[src/rtl/morse_play_scheduler.sv]
// rtl/morse_play_scheduler.sv - buffered Morse character player driving the buzzer enable
//
// Purpose: holds up to DEPTH encoded characters (length + dot/dash pattern),
// supports push / backspace / clear while idle, and on play_req plays the
// whole buffer with standard Morse timing on tone_en.
//
// Ports:
//   clk, rst        clock, asynchronous active-high reset
//   wr_en           push one character (wr_len 1..5, wr_pat bit0 played first)
//   bksp, clear     drop last character / empty buffer
//   play_req, abort start / stop playback
//   speed           unit = UNIT_CYCLES*(speed+1), latched at play start
//   tone_en         buzzer enable, high only during marks
//   busy, done      playback active / one-cycle end-of-playback pulse
//   count, cur_idx  stored characters / character being played
//   full            buffer holds DEPTH characters
module morse_play_scheduler #(
    parameter int DEPTH       = 8,
    parameter int UNIT_CYCLES = 5000000
) (
    input  logic                       clk,
    input  logic                       rst,
    input  logic                       wr_en,
    input  logic [2:0]                 wr_len,
    input  logic [4:0]                 wr_pat,
    input  logic                       bksp,
    input  logic                       clear,
    input  logic                       play_req,
    input  logic                       abort,
    input  logic [1:0]                 speed,
    output logic                       tone_en,
    output logic                       busy,
    output logic                       done,
    output logic [$clog2(DEPTH):0]     count,
    output logic [$clog2(DEPTH)-1:0]   cur_idx,
    output logic                       full
);

    localparam int IW = $clog2(DEPTH);
    localparam int CW = IW + 1;
    // Longest interval is a dash at the slowest speed: 3 units of 4*UNIT_CYCLES.
    localparam int TW = $clog2(12 * UNIT_CYCLES + 1);

    localparam logic [TW-1:0] UNIT_W = TW'(UNIT_CYCLES);

    localparam logic [2:0] S_IDLE  = 3'd0;
    localparam logic [2:0] S_LOAD  = 3'd1;
    localparam logic [2:0] S_MARK  = 3'd2;
    localparam logic [2:0] S_SPACE = 3'd3;
    localparam logic [2:0] S_CGAP  = 3'd4;
    localparam logic [2:0] S_DONE  = 3'd5;

    logic [2:0]    state_q, state_d;
    logic [TW-1:0] timer_q, timer_d;
    logic [TW-1:0] unit_q, unit_d;
    logic [IW-1:0] cur_idx_q, cur_idx_d;
    logic [2:0]    sym_q, sym_d;
    logic [2:0]    len_q, len_d;
    logic [4:0]    pat_q, pat_d;
    logic [CW-1:0] count_q, count_d;
    logic          tone_q, busy_q, done_q;

    logic [2:0]    len_mem [DEPTH];
    logic [4:0]    pat_mem [DEPTH];

    logic          expired;
    logic          last_sym;
    logic          last_char;
    logic          full_w;
    logic          edit_ok;
    logic          wr_ok;
    logic          mem_we;
    logic [TW-1:0] unit_sel;
    logic [TW-1:0] unit3;
    logic [TW-1:0] load_val;
    logic [7:0]    pat_ext;
    logic          mark_dash;

    assign expired   = (timer_q == TW'(1));
    assign last_sym  = ((sym_q + 3'd1) >= len_q);
    assign last_char = ((CW'(cur_idx_q) + CW'(1)) >= count_q);
    assign full_w    = (count_q == CW'(DEPTH));

    // Buffer edits are only honoured while the player is idle.
    assign edit_ok = (state_q == S_IDLE);
    assign wr_ok   = wr_en && !full_w && (wr_len >= 3'd1) && (wr_len <= 3'd5);
    assign mem_we  = edit_ok && !clear && !bksp && wr_ok;

    always_comb begin
        count_d = count_q;
        if (edit_ok) begin
            if (clear) begin
                count_d = '0;
            end else if (bksp) begin
                if (count_q != '0) begin
                    count_d = count_q - CW'(1);
                end
            end else if (wr_ok) begin
                count_d = count_q + CW'(1);
            end
        end
    end

    always_comb begin
        case (speed)
            2'd0:    unit_sel = UNIT_W;
            2'd1:    unit_sel = UNIT_W + UNIT_W;
            2'd2:    unit_sel = UNIT_W + UNIT_W + UNIT_W;
            default: unit_sel = UNIT_W + UNIT_W + UNIT_W + UNIT_W;
        endcase
    end

    always_comb begin
        state_d   = state_q;
        cur_idx_d = cur_idx_q;
        sym_d     = sym_q;
        len_d     = len_q;
        pat_d     = pat_q;
        unit_d    = unit_q;
        case (state_q)
            S_IDLE: begin
                if (play_req) begin
                    unit_d    = unit_sel;
                    cur_idx_d = '0;
                    state_d   = (count_q != '0) ? S_LOAD : S_DONE;
                end
            end
            S_LOAD: begin
                len_d   = len_mem[cur_idx_q];
                pat_d   = pat_mem[cur_idx_q];
                sym_d   = 3'd0;
                state_d = S_MARK;
            end
            S_MARK: begin
                if (expired) begin
                    if (!last_sym) begin
                        state_d = S_SPACE;
                    end else if (!last_char) begin
                        state_d = S_CGAP;
                    end else begin
                        state_d = S_DONE;
                    end
                end
            end
            S_SPACE: begin
                if (expired) begin
                    sym_d   = sym_q + 3'd1;
                    state_d = S_MARK;
                end
            end
            S_CGAP: begin
                if (expired) begin
                    cur_idx_d = cur_idx_q + IW'(1);
                    state_d   = S_LOAD;
                end
            end
            S_DONE: begin
                cur_idx_d = '0;
                state_d   = S_IDLE;
            end
            default: begin
                state_d = S_IDLE;
            end
        endcase
        if (abort && (state_q != S_IDLE) && (state_q != S_DONE)) begin
            state_d = S_DONE;
        end
    end

    // Duration of the state being entered; the pattern/symbol used are the
    // next-state values so LOAD->MARK sees the freshly fetched character.
    assign pat_ext   = {3'b000, pat_d};
    assign mark_dash = pat_ext[sym_d];
    assign unit3     = unit_q + (unit_q << 1);

    always_comb begin
        case (state_d)
            S_MARK:  load_val = mark_dash ? unit3 : unit_q;
            S_SPACE: load_val = unit_q;
            S_CGAP:  load_val = unit3;
            default: load_val = TW'(1);
        endcase
    end

    always_comb begin
        timer_d = timer_q;
        if (state_d != state_q) begin
            timer_d = load_val;
        end else if (timer_q > TW'(1)) begin
            timer_d = timer_q - TW'(1);
        end
    end

    always_ff @(posedge clk or posedge rst) begin
        if (rst) begin
            state_q   <= S_IDLE;
            timer_q   <= TW'(1);
            unit_q    <= UNIT_W;
            cur_idx_q <= '0;
            sym_q     <= 3'd0;
            len_q     <= 3'd0;
            pat_q     <= 5'd0;
            count_q   <= '0;
            tone_q    <= 1'b0;
            busy_q    <= 1'b0;
            done_q    <= 1'b0;
        end else begin
            state_q   <= state_d;
            timer_q   <= timer_d;
            unit_q    <= unit_d;
            cur_idx_q <= cur_idx_d;
            sym_q     <= sym_d;
            len_q     <= len_d;
            pat_q     <= pat_d;
            count_q   <= count_d;
            // Outputs registered from the next state so they change exactly
            // with the state register and never glitch at boundaries.
            tone_q    <= (state_d == S_MARK);
            busy_q    <= (state_d != S_IDLE);
            done_q    <= (state_d == S_DONE);
        end
    end

    always_ff @(posedge clk) begin
        if (mem_we) begin
            len_mem[count_q[IW-1:0]] <= wr_len;
            pat_mem[count_q[IW-1:0]] <= wr_pat;
        end
    end

    assign tone_en = tone_q;
    assign busy    = busy_q;
    assign done    = done_q;
    assign count   = count_q;
    assign cur_idx = cur_idx_q;
    assign full    = full_w;

endmodule

[config.mk]
export PLATFORM = sky130hd
export DESIGN_NAME = morse_play_scheduler
export DESIGN_NICKNAME = d
export VERILOG_FILES = /design/src/rtl/morse_play_scheduler.sv
export SDC_FILE = /design/constraint.sdc
export NUM_CORES = 1
export LEC_CHECK = 0
export CORE_ASPECT_RATIO = 0.7
export CORE_MARGIN = 1
export CORE_UTILIZATION = 52
export DETAILED_ROUTE_END_ITERATION = 6
export GPL_TIMING_DRIVEN = 0
export HOLD_SLACK_MARGIN = 0.12
export PLACE_DENSITY = 0.73
export SETUP_SLACK_MARGIN = 0.15
export SLEW_MARGIN = 10
export SYNTH_ARGS = -nofsm -noshare
export SYNTH_HDL_FRONTEND = slang
export SYNTH_SLANG_ARGS = --single-unit
[constraint.sdc]
create_clock -name clk -period 3.5 [get_ports clk]
set_input_delay 0.7 -clock clk [delete_from_list [all_inputs] [get_ports clk]]
set_output_delay 0.7 -clock clk [all_outputs]
set_load 0.05 [all_outputs]
After elaboration in Yosys (flattened, before gate mapping)
Memories as Yosys holds them, arrays and structs flattened. A register that Yosys moved wholly into a read port is not among the register bits.
Cells that the tools add are included.
{ "word_totals": {"ff_bits": 73, "mem_bits_rw": 64, "inputBits": 17, "output_inout_bits": 11, "wordCells": 93, "memories": 2} }
{ "classes": {"addsub": 7, "magnitude_cmp": 6, "n_eq_ne": 18, "mux": 28, "n_reduce_logical": 22} }
{ "memory_table": {"columns": ["memory", "words", "width", "read_ports", "rd_clocked_by_memory_dff", "wr", "line", "rtl"], "rows": [
  ["pat_mem", 8, 5, 1, 0, 1, "64", "logic [4:0] pat_mem [DEPTH];"],
  ["len_mem", 8, 3, 1, 1, 1, "63", "logic [2:0] len_mem [DEPTH];"]
]} }
{ "op_table": {"columns": ["op", "n"], "rows": [
  ["2-to-1 mux 26 bit", 3],
  ["one-hot mux 26 bit (3 select lines)", 1],
  ["one-hot mux 25 bit (3 select lines)", 1],
  ["2-to-1 mux 3 bit", 10],
  ["adder 26 bit", 1],
  ["equality test 26 x 1 -> 1 bit, second input constant", 1],
  ["greater-than comparator 26 x 1 -> 1 bit, second input constant", 1],
  ["subtractor 26 x 1 -> 26 bit, second input constant", 1],
  ["2-to-1 mux 4 bit", 4],
  ["one-hot mux 3 bit (5 select lines)", 1],
  ["equality test 3 x 2 -> 1 bit, second input constant", 4],
  ["equality test 3 bit, second input constant", 4],
  ["nonzero test 3 bit", 4],
  ["one-hot mux 3 bit (3 select lines)", 1],
  ["logical AND 1 bit", 8],
  ["adder 3 x 1 -> 3 bit, second input constant", 2],
  ["one-hot mux 3 bit (2 select lines)", 1],
  ["AND reduction 3 bit", 2],
  ["2-to-1 mux 5 bit", 1],
  ["adder 3 x 1 -> 4 bit, second input constant", 1],
  ["adder 4 x 1 -> 4 bit, second input constant", 1],
  ["equality test 4 bit, second input constant", 1],
  ["greater-or-equal comparator 4 bit", 1],
  ["less-than comparator 3 x 4 -> 1 bit, second input constant", 1],
  ["19 further kinds", 25]
]} }

Logic depth before layout (Yosys ltp)
{ "logic_depth": {"depth_word": 10, "ltp_mapped": 14, "ltp_nobuf": 12} }

Worst setup path after synthesis
OpenSTA, ideal clock, no wires.
{ "synth_path": {"kind": "register to register", "start": "register cur_idx_q[0], in the netlist cur_idx[0]", "end": "register timer_q[11]", "setup_time_ns": 0.126, "arrival_ns": 3.596, "required_ns": 3.374, "path_slack_ns": -0.223, "stages_incl_launch_ff": 13, "path_buffers": 3, "synth_period_minus_slack_ns": 3.723, "cell_sequence": "dfrtp_1 > buf_2 > clkbuf_1 > and3_1 > ha_1 > o21a_1 > a211oi_1 > o2111ai_2 > and2_4 > o31a_2 > and2_4 > buf_6 > a221o_1"} }
{ "synth_via": {"elab_chain_len": 10, "elab_cells_between_ends": 19, "classes_between": "add/sub (1); order compare (1); eq/ne (4); mux (11); reduce/logical (1); memory (1)"} }
{ "synth_rtl": {"columns": ["item", "line", "rtl"], "rows": [
  ["from (decl)", "56", "logic [IW-1:0] cur_idx_q, cur_idx_d;"],
  ["from (signal assigned)", "211", "cur_idx_q <= cur_idx_d;"],
  ["adder 3 x 1 -> 4 bit", "81", "assign last_char = ((CW'(cur_idx_q) + CW'(1)) >= count_q);"],
  ["greater-or-equal comparator 4 bit", "81", null],
  ["2-to-1 mux 1 bit", "138", "end else if (!last_char) begin"],
  ["2-to-1 mux 3 bit", "136", "if (!last_sym) begin"],
  ["2-to-1 mux 3 bit", "135", "if (expired) begin"],
  ["one-hot mux 3 bit (5 select lines)", "120", "case (state_q)"],
  ["2-to-1 mux 3 bit", "165", "if (abort && (state_q != S_IDLE) && (state_q != S_DONE)) begin"],
  ["equality test 3 bit / equality test 3 x 2 -> 1 bit (equally long branches)", "177", "case (state_d)"],
  ["one-hot mux 26 bit (3 select lines)", "177", null],
  ["2-to-1 mux 26 bit", "187", "if (state_d != state_q) begin"],
  ["to (signal assigned)", "209", "timer_q <= timer_d;"],
  ["to (decl)", "54", "logic [TW-1:0] timer_q, timer_d;"]
]} }
Parallel ways exist; a longest one is shown, timed or not. The select of a mux whose other input is x is not followed.
A chain may end at the register's enable or synchronous reset.

Final worst setup path
{ "layout_path": {"start": "input wr_len[1]", "end": "memory pat_mem[2][0] (enable)"} }
{ "layout_via": {"elab_chain_len": 6, "elab_cells_between_ends": 7, "classes_between": "order compare (2); mux (2); reduce/logical (3)"} }
{ "layout_rtl": {"columns": ["item", "line", "rtl"], "rows": [
  ["from (decl)", "24", "input logic [2:0] wr_len,"],
  ["greater-or-equal comparator 3 x 1 -> 1 bit", "86", "assign wr_ok = wr_en && !full_w && (wr_len >= 3'd1) && (wr_len <= 3'd5);"],
  ["logical AND 1 bit", "86", null],
  ["logical AND 1 bit *", "86", null],
  ["logical AND 1 bit *", "87", "assign mem_we = edit_ok && !clear && !bksp && wr_ok;"],
  ["2-to-1 mux 1 bit *", "225", "if (mem_we) begin"],
  ["2-to-1 mux 1 bit (implied by the code) *", "227", "pat_mem[count_q[IW-1:0]] <= wr_pat;"],
  ["to (decl)", "64", null]
]} }
Mark *: on every way between the ends. The rest lies on a longest branch, timed or not.

==> reports/qor.json <==
{
  "grt_antenna_before_repair": {"value": 0},
  "post_synth_instance_area": {"value": 7060, "unit": "µm²"},
  "finish.cell_count_without_fillers": {"value": 899},
  "syn_nets": {"value": 683},
  "net_switching_power_of_the_design": {"value": 3.42, "unit": "mW"},
  "synth-compound-area-share": {"value": 14.4, "unit": "%"},
  "postSynthRegisterBits": {"value": 123},
  "maxSlewHeadroom": {"value": 35.7, "unit": "%"},
  "synth_cell_type_count": {"value": 79},
  "cts.sinks": {"value": 123},
  "dp.final_hpwl": {"value": 12300, "unit": "µm"},
  "p_clk_share": {"value": 21.8, "unit": "%"},
  "ys_async_sr_fraction": {"value": 48.0, "unit": "%"},
  "start_kind": {"value": "input port"},
  "yosys.area_share.simple": {"value": 14.5, "unit": "%"},
  "grt.overflow.total": {"value": 0},
  "ctsLongestPathBuffers": {"value": 2},
  "violated_checks": {"value": "DRC"},
  "drt-total-wl": {"value": 18100, "unit": "µm"},
  "layout-area-overhead-vs-synth": {"value": 21.8, "unit": "%"},
  "drt_iter0_drc": {"value": 603},
  "critPathArrivalTime": {"value": 3.53, "unit": "ns"},
  "syn-mean-instance-area": {"value": 11.2, "unit": "µm²"},
  "drt-vias-per-instance": {"value": 6.09},
  "worstMarginPinSlew": {"value": 0.941, "unit": "ns"},
  "drt_drc_violations_left": {"value": 3},
  "post-route-cell-area": {"value": 8600, "unit": "µm²"},
  "grtUsageTotal": {"value": 26.7, "unit": "%"},
  "global_route_wire_length_before_repair": {"value": 28100, "unit": "µm"},
  "worstHoldPathType": {"value": "register to register"},
  "portion_of_total_power_attributed_to_combinational_logic": {"value": 52.3, "unit": "%"},
  "dominant_combinational_cell_family_by_area_after_synthesis": {"value": "simple AND/OR/NAND/NOR gates"},
  "yosys_most_used_dff": {"value": "edfxtp_1"},
  "nFillCells": {"value": 975},
  "clock-root-buffer": {"value": "clkbuf_16"},
  "n_antenna_cell": {"value": 0},
  "pre_cts_slack": {"value": -0.382, "unit": "ns"},
  "finalNetCount": {"value": 751},
  "tritoncts": {"value": "built"},
  "totalNegativeSetupSlack": {"value": 0, "unit": "ns"},
  "drtPass1Iterations": {"value": 7},
  "setup_viol": {"value": 0},
  "ctsHoldBuffers": {"value": 0},
  "layout.core_utilization": {"value": 65.2, "unit": "%"},
  "post_synthesis_sequential_area_ratio": {"value": 48.2, "unit": "%"},
  "detail_route.wl_per_cell": {"value": 20.1, "unit": "µm"},
  "holdPathStages": {"value": 2},
  "critPathKind": {"value": "input port to register"},
  "mostFrequentLayoutCell": {"value": "edfxtp_1"},
  "worstPathRequired": {"value": 3.53, "unit": "ns"},
  "cts_made_buffers": {"value": 17},
  "grt_max_degree": {"value": 34},
  "pin_count": {"value": 28},
  "path_clk_slew": {"value": 0.05, "unit": "ns"},
  "die_height": {"value": 99.5, "unit": "µm"},
  "fp.dieW": {"value": 141, "unit": "µm"},
  "dieArea": {"value": 14100, "unit": "µm²"},
  "drive_above_1_share": {"value": 21.1, "unit": "%"},
  "clock_skew": {"value": 0.00871, "unit": "ns"},
  "first_global_vias": {"value": 5262},
  "crit_path_end_kind": {"value": "register"},
  "minimum_clock_period_after_layout": {"value": 3.50, "unit": "ns"},
  "clock.fmax": {"value": 286, "unit": "MHz"},
  "core.rowCount": {"value": 35},
  "syn_inst": {"value": 633},
  "setup_repair_after_global_routing_missed_its_margin": {"value": "yes"},
  "ant_nets": {"value": 0},
  "final_critical_path_setup_slack": {"value": 0.00475, "unit": "ns"},
  "place_area": {"value": 7610, "unit": "µm²"},
  "power.density_cell_area": {"value": 946, "unit": "nW/µm²"},
  "static-leakage-power": {"value": 3.38, "unit": "nW"},
  "cts_htree_levels": {"value": 4},
  "timing.max_cap.violations": {"value": 0},
  "internal_power_contribution": {"value": 4.71, "unit": "mW"},
  "final_weighted_congestion_in_routability_driven_placement": {"value": 0.905},
  "slew_viol_final": {"value": 0},
  "total_power": {"value": 8.14, "unit": "mW"},
  "initial_utilization": {"value": 53.6, "unit": "%"},
  "core_area": {"value": 13200, "unit": "µm²"},
  "mux_share_of_post_synthesis_cell_area": {"value": 7.53, "unit": "%"},
  "crit_fanout": {"value": 10},
  "vdd_drop_max": {"value": 0.556, "unit": "mV"},
  "most-common-layout-cells": {"value": "64 x edfxtp_1, 62 x nand2_1, 51 x dfrtp_1"},
  "warning_count_from_the_yosys_run": {"value": 0},
  "seq_power_share": {"value": 25.9, "unit": "%"},
  "switching_share": {"value": 42.1, "unit": "%"},
  "synth_edf_count": {"value": 64},
  "ff2ff_path_depth": {"value": 11},
  "cells_after_dpl": {"value": 846},
  "numPortBuffers": {"value": 27},
  "timing_hold_violations_final": {"value": 0},
  "routed-via-count": {"value": 5479},
  "synth-adder-area-share": {"value": 6.06, "unit": "%"},
  "hold-worst-slack": {"value": 0.488, "unit": "ns"},
  "status": {"value": "finished with violations"},
  "yosys.area_share.xor_xnor": {"value": 5.21, "unit": "%"},
  "worst_skew_pair.late_latency": {"value": 0.41, "unit": "ns"},
  "layout_worst_path_cycle_share": {"value": 99.9, "unit": "%"}
}
-- power by group through the flow --
stage | combinational, mW | clock, mW | sequential [mW]
finish | 4.25 | 1.77 | 2.11
global route | 4.57 | 1.86 | 2.14
CTS | 3.88 | 1.78 | 2.08
detailed placement | 3.63 | 0 | 2.11
global placement | 3.53 | 0 | 2.10
floorplan | 2.69 | 0 | 2.14
-- flip-flops by register name (all words and copies together), names as in the netlist --
register  flops
timer_q      26
busy          1
len_q         3
pat_mem      40
unit_q        9
len_mem      24
pat_q         5
sym_q         3
tone_en       1
cur_idx       3
done          1
state_q       3
count         4
-- what timing repair did --
action | in CTS | in global routing
buffers inserted | 12 | 7
cloned | 0 | 2
pin swaps | 7 | 20
resized for setup | 18 | 34
endpoints found under the setup margin | 58 | 75
-- cells by family (layout without fill, tap and decap cells) --
group,after synthesis,count (layout)
and+or+nand+nor,205,205
AOI/OAI and AO/OA,143,143
DFF,123,123
buffers and inverters,54,135
xor gates and xnor gates,42,42
adders and majority gates,33,33
muxes,33,33
-- metal layers --
| metal | vias up | track usage, % | share of wire (%) |
|---|---|---|---|
| met4 | 0 | 7.86 | 1.3 |
| met3 | 22 | 6.79 | 8.1 |
| li1 | 2499 | - | - |
| met5 | - | 0 | 0 |
| met2 | 261 | 39.0 | 44 |
| met1 | 2697 | 39.3 | 46 |
-- synth_stat cells, types with 4 or more instances --
master | count | area [µm²]
a211oi_1 | 4 | 30.0
a21o_1 | 9 | 67.6
a21oi_1 | 33 | 165
a221o_1 | 10 | 100
a31oi_1 | 5 | 31.3
and3_1 | 4 | 25.0
buf_6 | 5 | 56.3
clkbuf_1 | 12 | 45.0
clkbuf_8 | 4 | 55.1
dfrtp_1 | 54 | 1350
dfstp_2 | 5 | 131
edfxtp_1 | 64 | 1920
ha_1 | 31 | 388
inv_1 | 26 | 97.6
mux2i_1 | 16 | 160
mux4_2 | 16 | 360
nand2_1 | 62 | 233
nand2b_1 | 5 | 31.3
nand3_1 | 16 | 80.1
nand4_1 | 4 | 25.0
nor2_1 | 52 | 195
nor2b_1 | 4 | 25.0
nor3_1 | 17 | 85.1
nor4_1 | 14 | 87.6
o21a_1 | 6 | 45.0
o21ai_0 | 30 | 150
o31ai_1 | 7 | 52.6
or3_1 | 7 | 43.8
xnor2_1 | 26 | 228
xor2_1 | 16 | 140
-- worst paths after layout --
kind / start / slack, ns / to
max: wr_len[1] / 0.005 / pat_mem[2][0]
min: len_q[1] / 0.49 / len_q[1]
max reg2reg: timer_q[12] / 0.06 / timer_q[16]
min reg2reg: len_q[1] / 0.49 / len_q[1]
max in group asynchronous: rst / 2.06 / timer_q[0]
min in group asynchronous: rst / 0.74 / done
-- area by class of cell --
type,count,area (µm²),share of cell area [%]
multi-input cells,456,3560,41.4
flip-flops and latches,123,3410,39.6
repair buffers,49,484,5.63
clock buffers,18,429,4.99
well taps,185,231,2.69
plain buffers,28,220,2.56
clock inverters,14,169,1.96
inverters,26,97.6,1.13
-- worst max-delay path: stages --
cell             delay (ns)
clkdlybuf4s50_1        0.68
nor3_1                 0.10
a2111oi_0              0.79
nor2b_1                0.27
nand3_1                0.20
nor2_1                 0.78
No activity file was read; power rests on OpenSTA's default activity.
